File: src/rtl/qif_spike_monitor_if.sv
// rtl/qif_spike_monitor_if.sv - membrane-potential sample and spike readout bundle
//
// Purpose: groups the sample-side inputs and readout outputs of qif_spike_monitor.
// Ports (signals):
//   en          sample enable, low holds everything
//   v           membrane potential, unsigned
//   thresh      spike threshold, unsigned
//   spike       one-cycle spike pulse
//   spike_count spikes in last completed window (saturating)
//   count_valid one-cycle pulse when spike_count updates
//   isi         enabled cycles between the last two detections (saturating)
//   isi_valid   one-cycle pulse when isi updates
// Modports: master drives samples and reads results; slave is the monitor.
interface qif_spike_monitor_if #(
  parameter int V_W   = 8,
  parameter int CNT_W = 8,
  parameter int ISI_W = 16
);
  logic             en;
  logic [V_W-1:0]   v;
  logic [V_W-1:0]   thresh;
  logic             spike;
  logic [CNT_W-1:0] spike_count;
  logic             count_valid;
  logic [ISI_W-1:0] isi;
  logic             isi_valid;

  modport master (
    output en, v, thresh,
    input  spike, spike_count, count_valid, isi, isi_valid
  );

  modport slave (
    input  en, v, thresh,
    output spike, spike_count, count_valid, isi, isi_valid
  );
endinterface

File: src/rtl/qif_spike_monitor.sv
// rtl/qif_spike_monitor.sv - threshold spike detector with refractory, ISI and windowed rate
//
// Purpose: samples the QIF membrane potential every enabled cycle, detects threshold
// crossings with hysteresis and a refractory period, and reports spike pulses,
// inter-spike interval and per-window spike count. All outputs are registered.
// Ports:
//   clk  rising-edge clock
//   rst  synchronous active-high reset
//   bus  qif_spike_monitor_if.slave (en, v, thresh in; spike, spike_count,
//        count_valid, isi, isi_valid out)
module qif_spike_monitor #(
  parameter int V_W     = 8,
  parameter int CNT_W   = 8,
  parameter int ISI_W   = 16,
  parameter int WINDOW  = 256,
  parameter int REFRACT = 4
) (
  input logic                 clk,
  input logic                 rst,
  qif_spike_monitor_if.slave  bus
);
  localparam int WIN_W = $clog2(WINDOW);
  localparam int REF_W = (REFRACT > 0) ? $clog2(REFRACT + 1) : 1;
  localparam logic [WIN_W-1:0] WIN_LAST = WIN_W'(WINDOW - 1);

  typedef enum logic [1:0] {ARMED, HIGH, REFR} state_t;

  state_t           state_q, state_d;
  logic [REF_W-1:0] refr_q, refr_d;
  logic [WIN_W-1:0] win_q, win_d;
  logic [CNT_W-1:0] run_q, run_d, run_next;
  logic [ISI_W-1:0] isi_cnt_q, isi_cnt_d;
  logic             have_prev_q, have_prev_d;
  logic             spike_q, spike_d;
  logic [CNT_W-1:0] count_q, count_d;
  logic             count_valid_q, count_valid_d;
  logic [ISI_W-1:0] isi_q, isi_d;
  logic             isi_valid_q, isi_valid_d;
  logic [V_W-1:0]   v_s, thresh_s;
  logic             det;

  assign v_s      = bus.v;
  assign thresh_s = bus.thresh;

  always_comb begin
    state_d       = state_q;
    refr_d        = refr_q;
    win_d         = win_q;
    run_d         = run_q;
    run_next      = run_q;
    isi_cnt_d     = isi_cnt_q;
    have_prev_d   = have_prev_q;
    count_d       = count_q;
    isi_d         = isi_q;
    spike_d       = 1'b0;
    count_valid_d = 1'b0;
    isi_valid_d   = 1'b0;
    det           = 1'b0;

    if (bus.en) begin
      case (state_q)
        ARMED: begin
          if (v_s >= thresh_s) begin
            det     = 1'b1;
            state_d = HIGH;
          end
        end
        HIGH: begin
          // Hysteresis: re-arm only after the potential has dropped below threshold.
          if (v_s < thresh_s) begin
            if (REFRACT == 0) begin
              state_d = ARMED;
            end else begin
              refr_d  = REF_W'(REFRACT);
              state_d = REFR;
            end
          end
        end
        REFR: begin
          // Counter reaches 0 after exactly REFRACT enabled cycles in this state.
          if (refr_q <= REF_W'(1)) begin
            refr_d  = '0;
            state_d = ARMED;
          end else begin
            refr_d = refr_q - REF_W'(1);
          end
        end
        default: state_d = ARMED;
      endcase

      // The counter holds the distance to the previous detection at sample time.
      if (det) begin
        isi_cnt_d   = ISI_W'(1);
        have_prev_d = 1'b1;
        if (have_prev_q) begin
          isi_d       = isi_cnt_q;
          isi_valid_d = 1'b1;
        end
      end else if (isi_cnt_q != '1) begin
        isi_cnt_d = isi_cnt_q + ISI_W'(1);
      end

      spike_d = det;

      // A detection on the terminal sample still belongs to the closing window.
      if (det && (run_q != '1)) begin
        run_next = run_q + CNT_W'(1);
      end
      if (win_q == WIN_LAST) begin
        count_d       = run_next;
        count_valid_d = 1'b1;
        run_d         = '0;
        win_d         = '0;
      end else begin
        run_d = run_next;
        win_d = win_q + WIN_W'(1);
      end
    end
  end

  always_ff @(posedge clk) begin
    if (rst) begin
      state_q       <= ARMED;
      refr_q        <= '0;
      win_q         <= '0;
      run_q         <= '0;
      isi_cnt_q     <= '0;
      have_prev_q   <= 1'b0;
      spike_q       <= 1'b0;
      count_q       <= '0;
      count_valid_q <= 1'b0;
      isi_q         <= '0;
      isi_valid_q   <= 1'b0;
    end else begin
      state_q       <= state_d;
      refr_q        <= refr_d;
      win_q         <= win_d;
      run_q         <= run_d;
      isi_cnt_q     <= isi_cnt_d;
      have_prev_q   <= have_prev_d;
      spike_q       <= spike_d;
      count_q       <= count_d;
      count_valid_q <= count_valid_d;
      isi_q         <= isi_d;
      isi_valid_q   <= isi_valid_d;
    end
  end

  assign bus.spike       = spike_q;
  assign bus.spike_count = count_q;
  assign bus.count_valid = count_valid_q;
  assign bus.isi         = isi_q;
  assign bus.isi_valid   = isi_valid_q;
endmodule

File: src/flat_wrapper.sv
// flat-port wrapper written by rule: the top's interface ports become plain ports
module qif_spike_monitor_flat 
#(
  parameter int V_W     = 8,
  parameter int CNT_W   = 8,
  parameter int ISI_W   = 16,
  parameter int WINDOW  = 256,
  parameter int REFRACT = 4
)
  (clk, rst, bus_en, bus_v, bus_thresh, bus_spike, bus_spike_count, bus_count_valid, bus_isi, bus_isi_valid);
  qif_spike_monitor_if #(.V_W(V_W), .CNT_W(CNT_W), .ISI_W(ISI_W)) bus_i ();
  input logic clk;
  input logic rst;
  input wire logic [$bits(bus_i.en)-1:0] bus_en;
  input wire logic [$bits(bus_i.v)-1:0] bus_v;
  input wire logic [$bits(bus_i.thresh)-1:0] bus_thresh;
  output wire logic [$bits(bus_i.spike)-1:0] bus_spike;
  output wire logic [$bits(bus_i.spike_count)-1:0] bus_spike_count;
  output wire logic [$bits(bus_i.count_valid)-1:0] bus_count_valid;
  output wire logic [$bits(bus_i.isi)-1:0] bus_isi;
  output wire logic [$bits(bus_i.isi_valid)-1:0] bus_isi_valid;
  assign bus_i.en = bus_en;
  assign bus_i.v = bus_v;
  assign bus_i.thresh = bus_thresh;
  assign bus_spike = bus_i.spike;
  assign bus_spike_count = bus_i.spike_count;
  assign bus_count_valid = bus_i.count_valid;
  assign bus_isi = bus_i.isi;
  assign bus_isi_valid = bus_i.isi_valid;
  qif_spike_monitor #(.V_W(V_W), .CNT_W(CNT_W), .ISI_W(ISI_W), .WINDOW(WINDOW), .REFRACT(REFRACT)) u_core (.clk(clk), .rst(rst), .bus(bus_i));
endmodule
File: config.mk
export PLATFORM = sky130hd
export DESIGN_NAME = qif_spike_monitor_flat
export DESIGN_NICKNAME = d
export VERILOG_FILES = /design/src/rtl/qif_spike_monitor_if.sv /design/src/rtl/qif_spike_monitor.sv /design/src/flat_wrapper.sv
export SDC_FILE = /design/constraint.sdc
export NUM_CORES = 1
export LEC_CHECK = 0
export ABC_AREA = 1
export CORE_ASPECT_RATIO = 1.75
export CORE_MARGIN = 1
export CORE_UTILIZATION = 50
export CTS_CLUSTER_DIAMETER = 120
export DETAILED_ROUTE_END_ITERATION = 10
export GPL_ROUTABILITY_DRIVEN = 0
export PLACE_DENSITY = 0.77
export SYNTH_ARGS = -nofsm -noshare
export SYNTH_HDL_FRONTEND = slang
export SYNTH_SLANG_ARGS = --single-unit
File: constraint.sdc
create_clock -name clk -period 1.7 [get_ports clk]
set_input_delay 0.255 -clock clk [delete_from_list [all_inputs] [get_ports clk]]
set_output_delay 0.255 -clock clk [all_outputs]
set_load 0.02 [all_outputs]
Word-level counts from Yosys, hierarchy flattened
Cells that the tools add are included.
{"block": "op_classes", "add_sub_neg": 4, "magnitude_cmp": 3, "n_eq_ne": 8, "mux": 17, "bitwise_logic": 2, "n_reduce_logical": 12}
{"op": "16-bit 2-to-1 mux", "count": 2}
{"op": "8-bit 2-to-1 mux", "count": 3}
{"op": "16-bit by 1-bit adder with 16-bit output, second input constant", "count": 1}
{"op": "8-bit by 1-bit adder with 8-bit output, second input constant", "count": 2}
{"op": "16-bit inequality test, second input constant", "count": 1}
{"op": "8-bit == test, second input constant", "count": 1}
{"op": "8-bit greater-or-equal comparator", "count": 1}
{"op": "8-bit less-than comparator", "count": 1}
{"op": "8-bit inequality test, second input constant", "count": 1}
{"op": "2-bit 2-to-1 mux", "count": 3}
{"op": "3-bit 2-to-1 mux", "count": 2}
{"op": "2-bit by 1-bit inequality test with 1-bit output, second input constant", "count": 3}
{"op": "2-bit one-hot mux with 3 select lines", "count": 1}
{"op": "3-bit one-hot mux with 2 select lines", "count": 1}
{"op": "2-bit AND reduction", "count": 3}
{"op": "3-bit AND reduction", "count": 2}
{"op": "1-bit 2-to-1 mux", "count": 5}
{"op": "4-bit AND reduction", "count": 1}
{"op": "2-bit nonzero test", "count": 2}
{"op": "3-bit by 1-bit less-or-equal comparator with 1-bit output, second input constant", "count": 1}
{"op": "3-bit OR reduction", "count": 1}
{"op": "3-bit by 1-bit subtractor with 3-bit output, second input constant", "count": 1}
{"op": "2-bit by 1-bit == test with 1-bit output, second input constant", "count": 1}
{"op": "2-bit == test, second input constant", "count": 1}
{"op": "other kinds (4)", "count": 5}
{"block": "word_totals", "regBits": 65, "out_inout_bits": 27, "word_cells": 57}

Logic depth before layout (Yosys ltp)
Gate-level depths: netlist of run 1.
{"block": "depth", "depth_word": 7, "ltp_mapped": 15, "mapped_depth_nobuf": 14}

Worst setup path before layout of run 1
Ideal clock, no wire load.
{"block": "synth_path", "path_kind": "input to register", "startpoint": "in bus_thresh[7]", "endpoint": "reg u_core.isi_q[12], in the netlist u_core.bus.isi[12]", "setup_time_ns": 0.140, "t_arrival_ns": 1.663, "required_time_ns": 1.560, "slack_ns": -0.103, "stages": 12, "n_path_buf": 1, "cell_sequence": "inv_1 ha_1 nand2_1 nor2_1 nand4_1 nand3_1 nand3_2 inv_2 nand2_1 buf_2 nand2_1 a21oi_1"}
{"block": "synth_between", "elab_chain_cells": 5}
{"item": "from (decl)", "line_no": "flat_wrapper.sv:16", "rtl": "input wire logic [$bits(bus_i.thresh)-1:0] bus_thresh;"}
{"item": "8-bit greater-or-equal comparator", "line_no": "qif_spike_monitor.sv:63", "rtl": "if (v_s >= thresh_s) begin"}
{"item": "1-bit 2-to-1 mux", "line_no": "qif_spike_monitor.sv:63"}
{"item": "1-bit 2-to-1 mux", "line_no": "qif_spike_monitor.sv:61", "rtl": "case (state_q)"}
{"item": "1-bit 2-to-1 mux", "line_no": "qif_spike_monitor.sv:60", "rtl": "if (bus.en) begin"}
{"item": "3-bit AND reduction (no source line)"}
{"item": "to (signal assigned)", "line_no": "qif_spike_monitor.sv:144", "rtl": "isi_q <= isi_d;"}
{"item": "to (decl)", "line_no": "qif_spike_monitor.sv:37", "rtl": "logic [ISI_W-1:0] isi_q, isi_d;"}
Every way passes these cells. The select of a mux whose other input is x is not followed.
A chain may end at the register's enable or synchronous reset.

Final worst setup path of run 1
{"block": "layout_path", "startpoint": "reg u_core.isi_cnt_q[1]", "endpoint": "reg u_core.isi_cnt_q[2]"}
{"block": "layout_between", "elab_chain_cells": 3, "elab_cells_between_ends": 6}
{"item": "from (decl)", "line_no": "qif_spike_monitor.sv:32", "rtl": "logic [ISI_W-1:0] isi_cnt_q, isi_cnt_d;"}
{"item": "from (signal assigned)", "line_no": "qif_spike_monitor.sv:139", "rtl": "isi_cnt_q <= isi_cnt_d;"}
{"item": "16-bit by 1-bit adder with 16-bit output / 16-bit inequality test (equally long branches)", "line_no": "qif_spike_monitor.sv:100, qif_spike_monitor.sv:99"}
{"item": "16-bit 2-to-1 mux / 2-bit nonzero test (equally long branches)"}
{"item": "16-bit 2-to-1 mux / 2-bit AND reduction (equally long branches)"}
Parallel ways exist; a longest one is shown, timed or not. The select of a mux whose other input is x is not followed.

==> summary.txt, run 1 <==
Run status
  • Run status: finished with violations
  • Failing checks: setup timing

Routing
  • Drc violations: 0
  • Via count: 3,722
  • DRT iter0 DRCs: 274
  • Total wire length: 11,200 um
  • DR WL/cell: 17.3 um
  • DR pass1 iterations: 7
  • Antenna Violating Nets Remaining: 0
  • Avg Vias per Cell: 5.75

Yosys
  • Cell count after synthesis: 466
  • Seq/Total Area, Yosys: 0.379
  • Yosys reg bits: 65
  • Most frequent cell after synthesis: nand2_1
  • Ys flop type: dfxtp_1
  • Async SR Flop Fraction: 0
  • Avg Inst Size Synth: 7.36 um2
  • Synth Warn #: 0
  • Yosys top cell by area: dfxtp_1
  • Cell Area, Synth: 3430 um2
  • Yosys cell types: 35
  • Post-synth net total: 498
  • Synth top area cells: dfxtp_1 38%, nand2_1 12%, nand3_1 6.9%, inv_1 5.7%, a21oi_1 5.5%
  • Number of flops mapped to enable cells by yosys: 0
  • Synth top area share: 0.379
  • Top cells by count, synth: 110 x nand2_1, 65 x dfxtp_1, 52 x inv_1, 47 x nand3_1, 38 x a21oi_1

Die
  • Row count: 39
  • Die Y: 112 um
  • # IOs: 46
  • Die X: 64.6 um
  • Initial Utilization: 0.521
  • Die Area: 7210 um2
  • Core area: 6590 um2

STA
  • Least-Margin Pin Slew: 475 ps
  • Final period util: 1.04
  • Skew final: 5.51 ps
  • Fmax: 0.567 GHz
  • Unrepaired setup endpoints after global routing: yes
  • Max Transition Viols Final: 0
  • Max-slew headroom at the worst pin: 0.681
  • Setup TNS: -547 ps
  • Worst Slack Setup Final: -65.0 ps
  • Final min period: 1770 ps
  • Hold Fails Final Rpt: 0
  • Final setup violating endpoints: 21

Pwr
  • Leak: 2.14 nW
  • Cell area power density: 806 nW/um2
  • Total power: 4.01 mW
  • Peak supply drop: 586 uV

Global routing
  • Grt total ovfl: 0
  • GR Util met2: 0.561
  • Vias in the first global route: 3,605
  • Tot GR Track Use: 0.296
  • Initial antenna violation count: 0
  • Global-route wire length before repair: 16,200 um
  • Grt peak-use layer: met2
  • GR Util met1: 0.274
  • Pin count of the biggest net entering global routing: 39
  • Met3 Track Usage GR: 0.0430

Worst setup path
  • CP Launch Point: u_core.isi_cnt_q[1]
  • Crit-path max FO: 8
  • CP Launch Type: flip-flop
  • Critical Path RT: 1950 ps
  • Crit path depth: 9
  • Buf+Inv Stages, Crit Path: 0
  • Worst R2R Path Depth: 9
  • Max incr delay on CP: 350 ps
  • Crit path max-delay family: simple AND/OR/NAND/NOR gates
  • CP cell instances: ha_4 -> nand2_4 -> nor3_4 -> nand2_4 -> nor2_4 -> nand3_4 -> nand2_8 -> nand3_1 -> a21oi_1
  • CP Class: flip-flop to flip-flop
  • Slowest stage cell, crit path: dfxtp_2
  • Critical Path End Type: flip-flop
  • RR Startpoint: u_core.isi_cnt_q[1]
  • Critical Path Most Common Cell: nand2_4
  • Critical path arrival: 2020 ps

CTS
  • Latest clock arrival within the worst-skew pair: 340 ps
  • CTS Buf Count: 9
  • # hold bufs at CTS: 0
  • Worst-path clk slew: 50 ps
  • H-tree Lvls: 3
  • CTS Sinks: 65
  • CTS root buf: clkbuf_16
  • Longest Clk Path Bufs: 2
  • CTS tree: yes

Hold path
  • Critical hold path startpoint: rst
  • Worst Hold Path Cells: 2
  • Hold crit path type: input port to flip-flop

Final layout
  • Post-route cell area: 4980 um2
  • ANT cells: 0
  • Fillers: 454
  • Final std cells w/o fill: 647
  • Share of cells above drive strength 1: 0.278
  • Nets: 592
  • Final core occ: 0.756
  • Area of the multi-input gates: 2150 um2
  • Sequential cell area: 1310 um2
  • Area growth, synth to finish: 45.1%

Placement
  • Final HPWL from detailed placement: 6380 um
  • Placed cell count: 619
  • Dpl cell area: 4270 um2
  • IO buf count: 45

Run
  • Maxcap violations: 0
-- worst paths after layout --
kind	to	slack (ps)
setup / recovery	u_core.isi_cnt_q[2]	-70
hold reg to reg	u_core.bus.spike_count[3]	450
hold / removal	u_core.run_q[0]	270
setup reg to reg	u_core.isi_cnt_q[2]	-70
-- layer usage --
metal / part of all wire / wire [um]
met4: 0.066 / 741
met3: 0.040 / 452
met2: 0.56 / 6280
met5: 0 / 0
met1: 0.33 / 3690
-- final cells by class --
| class | count | share of cell area |
|---|---|---|
| Clock buffer | 11 | 0.0467 |
| Inverter | 54 | 0.0412 |
| Clock inverter | 5 | 0.0113 |
| Sequential cell | 65 | 0.263 |
| Timing Repair Buffer | 100 | 0.184 |
| Tap cell | 82 | 0.0206 |
| Multi-Input combinational cell | 330 | 0.433 |
-- worst register-to-register path: cells and delay by family (launching register included) --
family	cells	cell delay [ps]
DFF	1	350
and+or+nand+nor	7	990
adders and majority gates	1	150
AOI/OAI and AO/OA	1	180
-- report_power, final --
part / internal (mW) / switching, mW
Combinational: 0.254 / 0.351
Clock: 1.13 / 0.685
Sequential: 1.56 / 0.0331
-- metrics by stage --
stage | worst slack (ps) | hold WS [ps]
global route | -143 | 289
floorplan | 1.53 | 439
global placement | -589 | 440
CTS | 2.08 | 237
detailed placement | -654 | 446
finish | -65.0 | 270
-- layout by cell type, fill, tap and decap left out, types with 2 or more instances in the layout --
| cell | netlist | routed |
|---|---|---|
| nand3_4 | 1 | 6 |
| nor2_4 | 1 | 3 |
| nand3_2 | 6 | 5 |
| clkdlybuf4s15_1 | 0 | 4 |
| buf_12 | 1 | 5 |
| nand3_1 | 47 | 43 |
| dfxtp_1 | 65 | 58 |
| nor4_1 | 2 | 2 |
| clkbuf_2 | 0 | 6 |
| ha_4 | 0 | 8 |
| inv_2 | 1 | 7 |
| ha_1 | 13 | 4 |
| a31oi_1 | 2 | 2 |
| buf_6 | 1 | 4 |
| nor2_1 | 32 | 29 |
| dlygate4sd2_1 | 0 | 6 |
| o21ai_0 | 6 | 6 |
| clkinv_2 | 0 | 2 |
| clkdlybuf4s50_1 | 0 | 28 |
| inv_1 | 52 | 45 |
| nand2_1 | 110 | 92 |
| xor2_1 | 15 | 15 |
| nand4_1 | 28 | 28 |
| clkbuf_16 | 0 | 9 |
| xnor2_1 | 6 | 5 |
| a21oi_2 | 8 | 18 |
| nor3_1 | 5 | 5 |
| dfxtp_2 | 0 | 7 |
| clkbuf_1 | 7 | 2 |
| a21oi_1 | 38 | 28 |
| nand2_2 | 0 | 10 |
| buf_4 | 0 | 45 |
| nand2_8 | 0 | 2 |
| nand2_4 | 2 | 9 |
-- logic make-up (layout without fill, tap and decap cells) --
kind of cell | count (synthesis) | count (layout) | synth area share
buffers and inverters | 72 | 170 | 0.0933
AOI/OAI and AO/OA | 59 | 59 | 0.0999
and+or+nand+nor | 236 | 237 | 0.327
xor gates and xnor gates | 21 | 21 | 0.0536
adders and majority gates | 13 | 13 | 0.0474
DFF | 65 | 65 | 0.379
-- timing repair --
action                                  CTS  global route
cloned                                    2             1
resized for setup                        54            58
endpoints found under the setup margin   55            53
pin swaps                                25            47
setup buffers                             3             7
-- sequential cells by signal, indices dropped and copies added (netlist names), 2 cells and up --
register / flops
u_core.bus.isi: 16
u_core.refr_q: 3
u_core.state_q: 2
u_core.bus.spike_count: 8
u_core.run_q: 8
u_core.isi_cnt_q: 16
u_core.win_q: 8
(Power assumes the default switching activity.)
==> run 2, diff against run 1 <==
--- a/config.mk
+++ b/config.mk
@@ -13,6 +13,7 @@
 export DETAILED_ROUTE_END_ITERATION = 10
 export GPL_ROUTABILITY_DRIVEN = 0
 export PLACE_DENSITY = 0.77
+export SETUP_SLACK_MARGIN = 0.05
 export SYNTH_ARGS = -nofsm -noshare
 export SYNTH_HDL_FRONTEND = slang
 export SYNTH_SLANG_ARGS = --single-unit
==> run 2 against run 1 <==
  * The flow still finishes with violations (setup timing)
  * Total power increased by 0.76%
  * Critical path depth unchanged
  * Sequential share of layout area down 0.17 points
  * First-iteration DRC count shrank 15%
  * Worst hold slack improved by 41 ps
  * Wire length fell by 8.7%
  * Largest power group unchanged
  * Non-clock buffer count fell by 3
==> summary.txt, run 2 (same netlist as run 1, synthesis figures left out) <==
Run status
  • Run status: finished with violations
  • Failing checks: setup timing

Hold path
  • Hold crit path type: input port to flip-flop
  • Worst Hold Path Cells: 2

STA
  • Final period util: 1.01
  • Setup TNS: -141 ps
  • Hold Fails Final Rpt: 0
  • Worst Slack Setup Final: -20.2 ps
  • Unrepaired setup endpoints after global routing: yes
  • Max Transition Viols Final: 0
  • Skew final: 4.67 ps
  • Final min period: 1720 ps
  • Fin Hold WS: 312 ps
  • Fmax: 0.581 GHz
  • Least-Margin Pin Slew: 542 ps
  • Max-slew headroom at the worst pin: 0.639
  • Final setup violating endpoints: 12

Final layout
  • Final core occ: 0.761
  • ANT cells: 0
  • Most common cell after layout, fill and taps aside: nand2_1
  • Share of cells above drive strength 1: 0.327
  • Area growth, synth to finish: 46.2%
  • Nets: 591
  • Post-route cell area: 5020 um2
  • Most frequent cells in the layout: 82 x nand2_1, 57 x dfxtp_1, 44 x inv_1, 38 x buf_4, 35 x nand3_1
  • Final std cells w/o fill: 644

CTS
  • Longest Clk Path Bufs: 2
  • H-tree Lvls: 3
  • CTS root buf: clkbuf_16
  • # hold bufs at CTS: 0
  • CTS Buf Count: 9
  • CTS tree: yes
  • Latest clock arrival within the worst-skew pair: 330 ps
  • Worst-path clk slew: 50 ps
  • CTS Sinks: 65

Worst setup path
  • Worst R2R Path Depth: 9
  • Critical path arrival: 1920 ps
  • CP Class: flip-flop to flip-flop
  • Critical Path RT: 1900 ps
  • CP Launch Type: flip-flop
  • Crit-path max FO: 7
  • Critical Path End Type: flip-flop

Routing
  • DR WL/cell: 15.8 um
  • Antenna Violating Nets Remaining: 0
  • Drc violations: 0
  • Total wire length: 10,200 um
  • Avg Vias per Cell: 5.63
  • DR pass1 iterations: 6
  • Via count: 3,623
  • DRT iter0 DRCs: 234

Die
  • Core area: 6590 um2
  • Die X: 64.6 um
  • Initial Utilization: 0.521
  • Die Area: 7210 um2
  • Die Y: 112 um
  • Row count: 39
  • # IOs: 46

Placement
  • Dpl cell area: 4220 um2
  • Final HPWL from detailed placement: 6090 um
  • IO buf count: 45
  • Placed cell count: 614
  • Dpl ws: -639 ps

Pwr
  • Total power: 4.04 mW
  • Peak supply drop: 823 uV
  • Cell area power density: 806 nW/um2
  • Leak: 2.09 nW

Run
  • Maxcap violations: 0

Global routing
  • Global-route wire length before repair: 15,600 um
  • Initial antenna violation count: 0
  • Pin count of the biggest net entering global routing: 33
  • Tot GR Track Use: 0.279
  • Grt total ovfl: 0
  • Vias in the first global route: 3,578
run 2: changes by cell type in the layout (fill, tap and decap cells not counted), sizes merged:
| cell | before | now |
|---|---|---|
| clkdlybuf4s15 | 4 | 2 |
| clkbuf | 17 | 21 |
| bufbuf | 0 | 1 |
| nand2 | 113 | 114 |
| dlygate4sd2 | 6 | 0 |
| clkinvlp | 1 | 2 |
| clkinv | 4 | 2 |
run 2: final cells by class:
type	count	area, um2
Clock buffer	11	243
Clock inverter	3	42.5
Fill cell	450	1570
Inverter	54	219
Multi-Input combinational cell	331	2240
Sequential cell	65	1310
Tap cell	82	103
Timing Repair Buffer	97	851
Timing Repair inverter	1	6.26
run 2: final timing paths:
path	startpoint	end	slack (ps)
max	u_core.isi_cnt_q[1]	u_core.isi_cnt_q[13]	-20
min	rst	u_core.win_q[4]	310
max reg2reg	u_core.isi_cnt_q[1]	u_core.isi_cnt_q[13]	-20
min reg2reg	u_core.bus.spike_count[6]	u_core.bus.spike_count[6]	450
run 2: timing repair:
item,in CTS,in global routing
setup endpoints to repair,55,51
setup buffers,4,7
pin swaps,25,37
resized for setup,88,65
cloned,4,1
run 2: critical path, stage by stage, from the launching register on:
cell and delay [ps]:
dfxtp_2 350, ha_4 160, nand2_4 60, nor3_4 280, nand2_4 90, nor2_4 130, nand3_4 170, buf_6 200
nand4_1 90, a21oi_1 60
run 2: routing by layer:
metal,share of wire,global-route usage,vias up
met3,0.043,0.0533,57
li1,-,-,1735
met1,0.35,0.266,1698
met4,0.052,0.172,0
met2,0.55,0.527,133
met5,0,0,-
run 2: power by group:
part | leakage [nW] | switching [mW] | internal, mW
Clock | 0.137 | 0.651 | 1.15
Combinational | 1.43 | 0.354 | 0.277
Sequential | 0.529 | 0.0477 | 1.56
==> run 3, diff against run 2 <==
--- a/config.mk
+++ b/config.mk
@@ -7,13 +7,12 @@
 export LEC_CHECK = 0
 export ABC_AREA = 1
 export CORE_ASPECT_RATIO = 1.75
-export CORE_MARGIN = 1
 export CORE_UTILIZATION = 50
 export CTS_CLUSTER_DIAMETER = 120
 export DETAILED_ROUTE_END_ITERATION = 10
 export GPL_ROUTABILITY_DRIVEN = 0
 export PLACE_DENSITY = 0.77
-export SETUP_SLACK_MARGIN = 0.05
+export SETUP_SLACK_MARGIN = 0.2
 export SYNTH_ARGS = -nofsm -noshare
 export SYNTH_HDL_FRONTEND = slang
 export SYNTH_SLANG_ARGS = --single-unit
==> run 3 against run 2 <==
  * The run still ends with setup timing left
  * Setup slack improved by 19 ps
  * Non-clock buffer count increased by 10
  * Sequential power about the same
  * Register-to-register slack improved by 20 ps
  * Sequential share of layout area decreased by 0.93 points
  * Global-route usage increased by 1.6 points
  * Critical path type unchanged
  * Largest power group unchanged
==> summary.txt, run 3 (same netlist as run 1, synthesis figures left out) <==
CTS
  • # hold bufs at CTS: 0
  • CTS tree: yes
  • Worst-path clk slew: 50 ps
  • CTS root buf: clkbuf_16
  • Latest clock arrival within the worst-skew pair: 340 ps
  • H-tree Lvls: 3
  • CTS Sinks: 65
  • CTS Buf Count: 9
  • Longest Clk Path Bufs: 2

Routing
  • DR pass1 iterations: 5
  • Via count: 3,768
  • Antenna Violating Nets Remaining: 0
  • Total wire length: 11,300 um
  • DR WL/cell: 17.2 um
  • Drc violations: 0
  • Avg Vias per Cell: 5.74
  • DRT iter0 DRCs: 273

Worst setup path
  • CP Launch Type: flip-flop
  • Crit-path max FO: 10
  • Critical Path End Type: flip-flop
  • Critical path arrival: 1960 ps
  • RR Startpoint: u_core.state_q[0]
  • Critical Path RT: 1960 ps
  • CP Launch Point: u_core.state_q[0]
  • CP Class: flip-flop to flip-flop

Final layout
  • Final std cells w/o fill: 656
  • Most frequent cells in the layout: 80 x nand2_1, 56 x dfxtp_1, 50 x buf_4, 44 x inv_1, 30 x a21oi_1
  • Final core occ: 0.796
  • Most common cell after layout, fill and taps aside: nand2_1
  • Fillers: 421
  • ANT cells: 0
  • Share of cells above drive strength 1: 0.368
  • Nets: 601
  • Area growth, synth to finish: 52.8%

Pwr
  • Reg power frac: 0.378
  • Switching power: 1.14 mW
  • Cell area power density: 808 nW/um2
  • Peak supply drop: 887 uV
  • Leak: 2.31 nW
  • Switch share: 0.269
  • Comb power frac: 0.176
  • Int Pwr: 3.10 mW
  • Clock share of power: 0.446
  • Total power: 4.24 mW

Run status
  • Run status: finished with violations
  • Failing checks: setup timing

STA
  • Least-Margin Pin Slew: 631 ps
  • Final setup violating endpoints: 1
  • Hold Fails Final Rpt: 0
  • Max-slew headroom at the worst pin: 0.579
  • Setup TNS: -1.25 ps
  • Fmax: 0.588 GHz
  • Max Transition Viols Final: 0
  • Final period util: 1.00
  • Final min period: 1700 ps
  • Unrepaired setup endpoints after global routing: yes
  • Fin Hold WS: 301 ps
  • Skew final: 7.62 ps
  • Worst Slack Setup Final: -1.25 ps

Die
  • # IOs: 46
  • Initial Utilization: 0.521
  • Core area: 6590 um2
  • Die Area: 7210 um2
  • Die X: 64.6 um
  • Die Y: 112 um
  • Row count: 39

Global routing
  • Grt total ovfl: 0
  • Tot GR Track Use: 0.295
  • Global-route wire length before repair: 16,500 um
  • Pin count of the biggest net entering global routing: 39
  • Vias in the first global route: 3,725
  • Initial antenna violation count: 0

Placement
  • Final HPWL from detailed placement: 6360 um
  • IO buf count: 45
  • Placed cell count: 618

Hold path
  • Critical hold path startpoint: rst
  • Hold crit path type: input port to flip-flop

Run
  • Maxcap violations: 0
run 3: cell count changes in the layout (fill, tap and decap cells not counted), sizes merged:
cell / before / now
clkdlybuf4s50: 28 / 3
clkdlybuf4s15: 2 / 3
clkinvlp: 2 / 3
dlygate4sd2: 0 / 25
buf: 56 / 70
inv: 53 / 52
clkbuf: 21 / 18
clkinv: 2 / 3
bufbuf: 1 / 0
run 3: what timing repair did:
action | 4_1_cts | 5_1_grt
gates cloned | 3 | 2
setup endpoints to repair | 81 | 57
gates resized for setup | 105 | 82
buffers inserted | 10 | 7
pin swaps | 49 | 52
run 3: power by group through the flow:
| stage | Combinational, mW | Clock, mW | Sequential [mW] |
|---|---|---|---|
| global route | 0.793 | 1.98 | 1.60 |
| global placement | 0.482 | 0 | 1.63 |
| finish | 0.744 | 1.89 | 1.60 |
| floorplan | 0.302 | 0 | 1.62 |
| CTS | 0.609 | 1.89 | 1.60 |
| detailed placement | 0.496 | 0 | 1.63 |
run 3: area by class of cell:
type	instances	area, um2	area share
timing repair buffer	107	930	0.177
clock buffer	12	256	0.0489
clock inverter	4	51.3	0.00978
inverter	54	234	0.0446
tap	82	103	0.0196
multi-input combinational	331	2340	0.447
sequential	65	1320	0.252
timing repair inverter	1	5.00	0.000954
run 3: layer usage:
metal | global-route usage | wire [um]
met5 | 0 | 0
met4 | 0.184 | 641
met3 | 0.0645 | 411
met2 | 0.554 | 6350
met1 | 0.277 | 3890
run 3: worst paths after layout:
check	endpoint	slack (ps)	cells after the start
setup / recovery	u_core.run_q[0]	-1	7
hold / removal	u_core.run_q[1]	300	2
setup reg to reg	u_core.run_q[0]	-1	7
hold reg to reg	u_core.bus.spike_count[4]	450	2
run 3: per-stage QoR:
stage	cell area [um2]	setup slack, ps
after global placement	4420	-532
final	5250	-1.25
after floorplan	3640	111
after CTS	4970	30.2
after detailed placement	4420	-741
after global routing	5250	-79.1
run 3: worst max-delay path: stages (launching register included):
cell     delay [ps]
dfxtp_1         360
nor2_2          400
buf_4           280
nand3_4         150
buf_12          170
nand2_4          70
nand3_2          70
a21oi_2         140
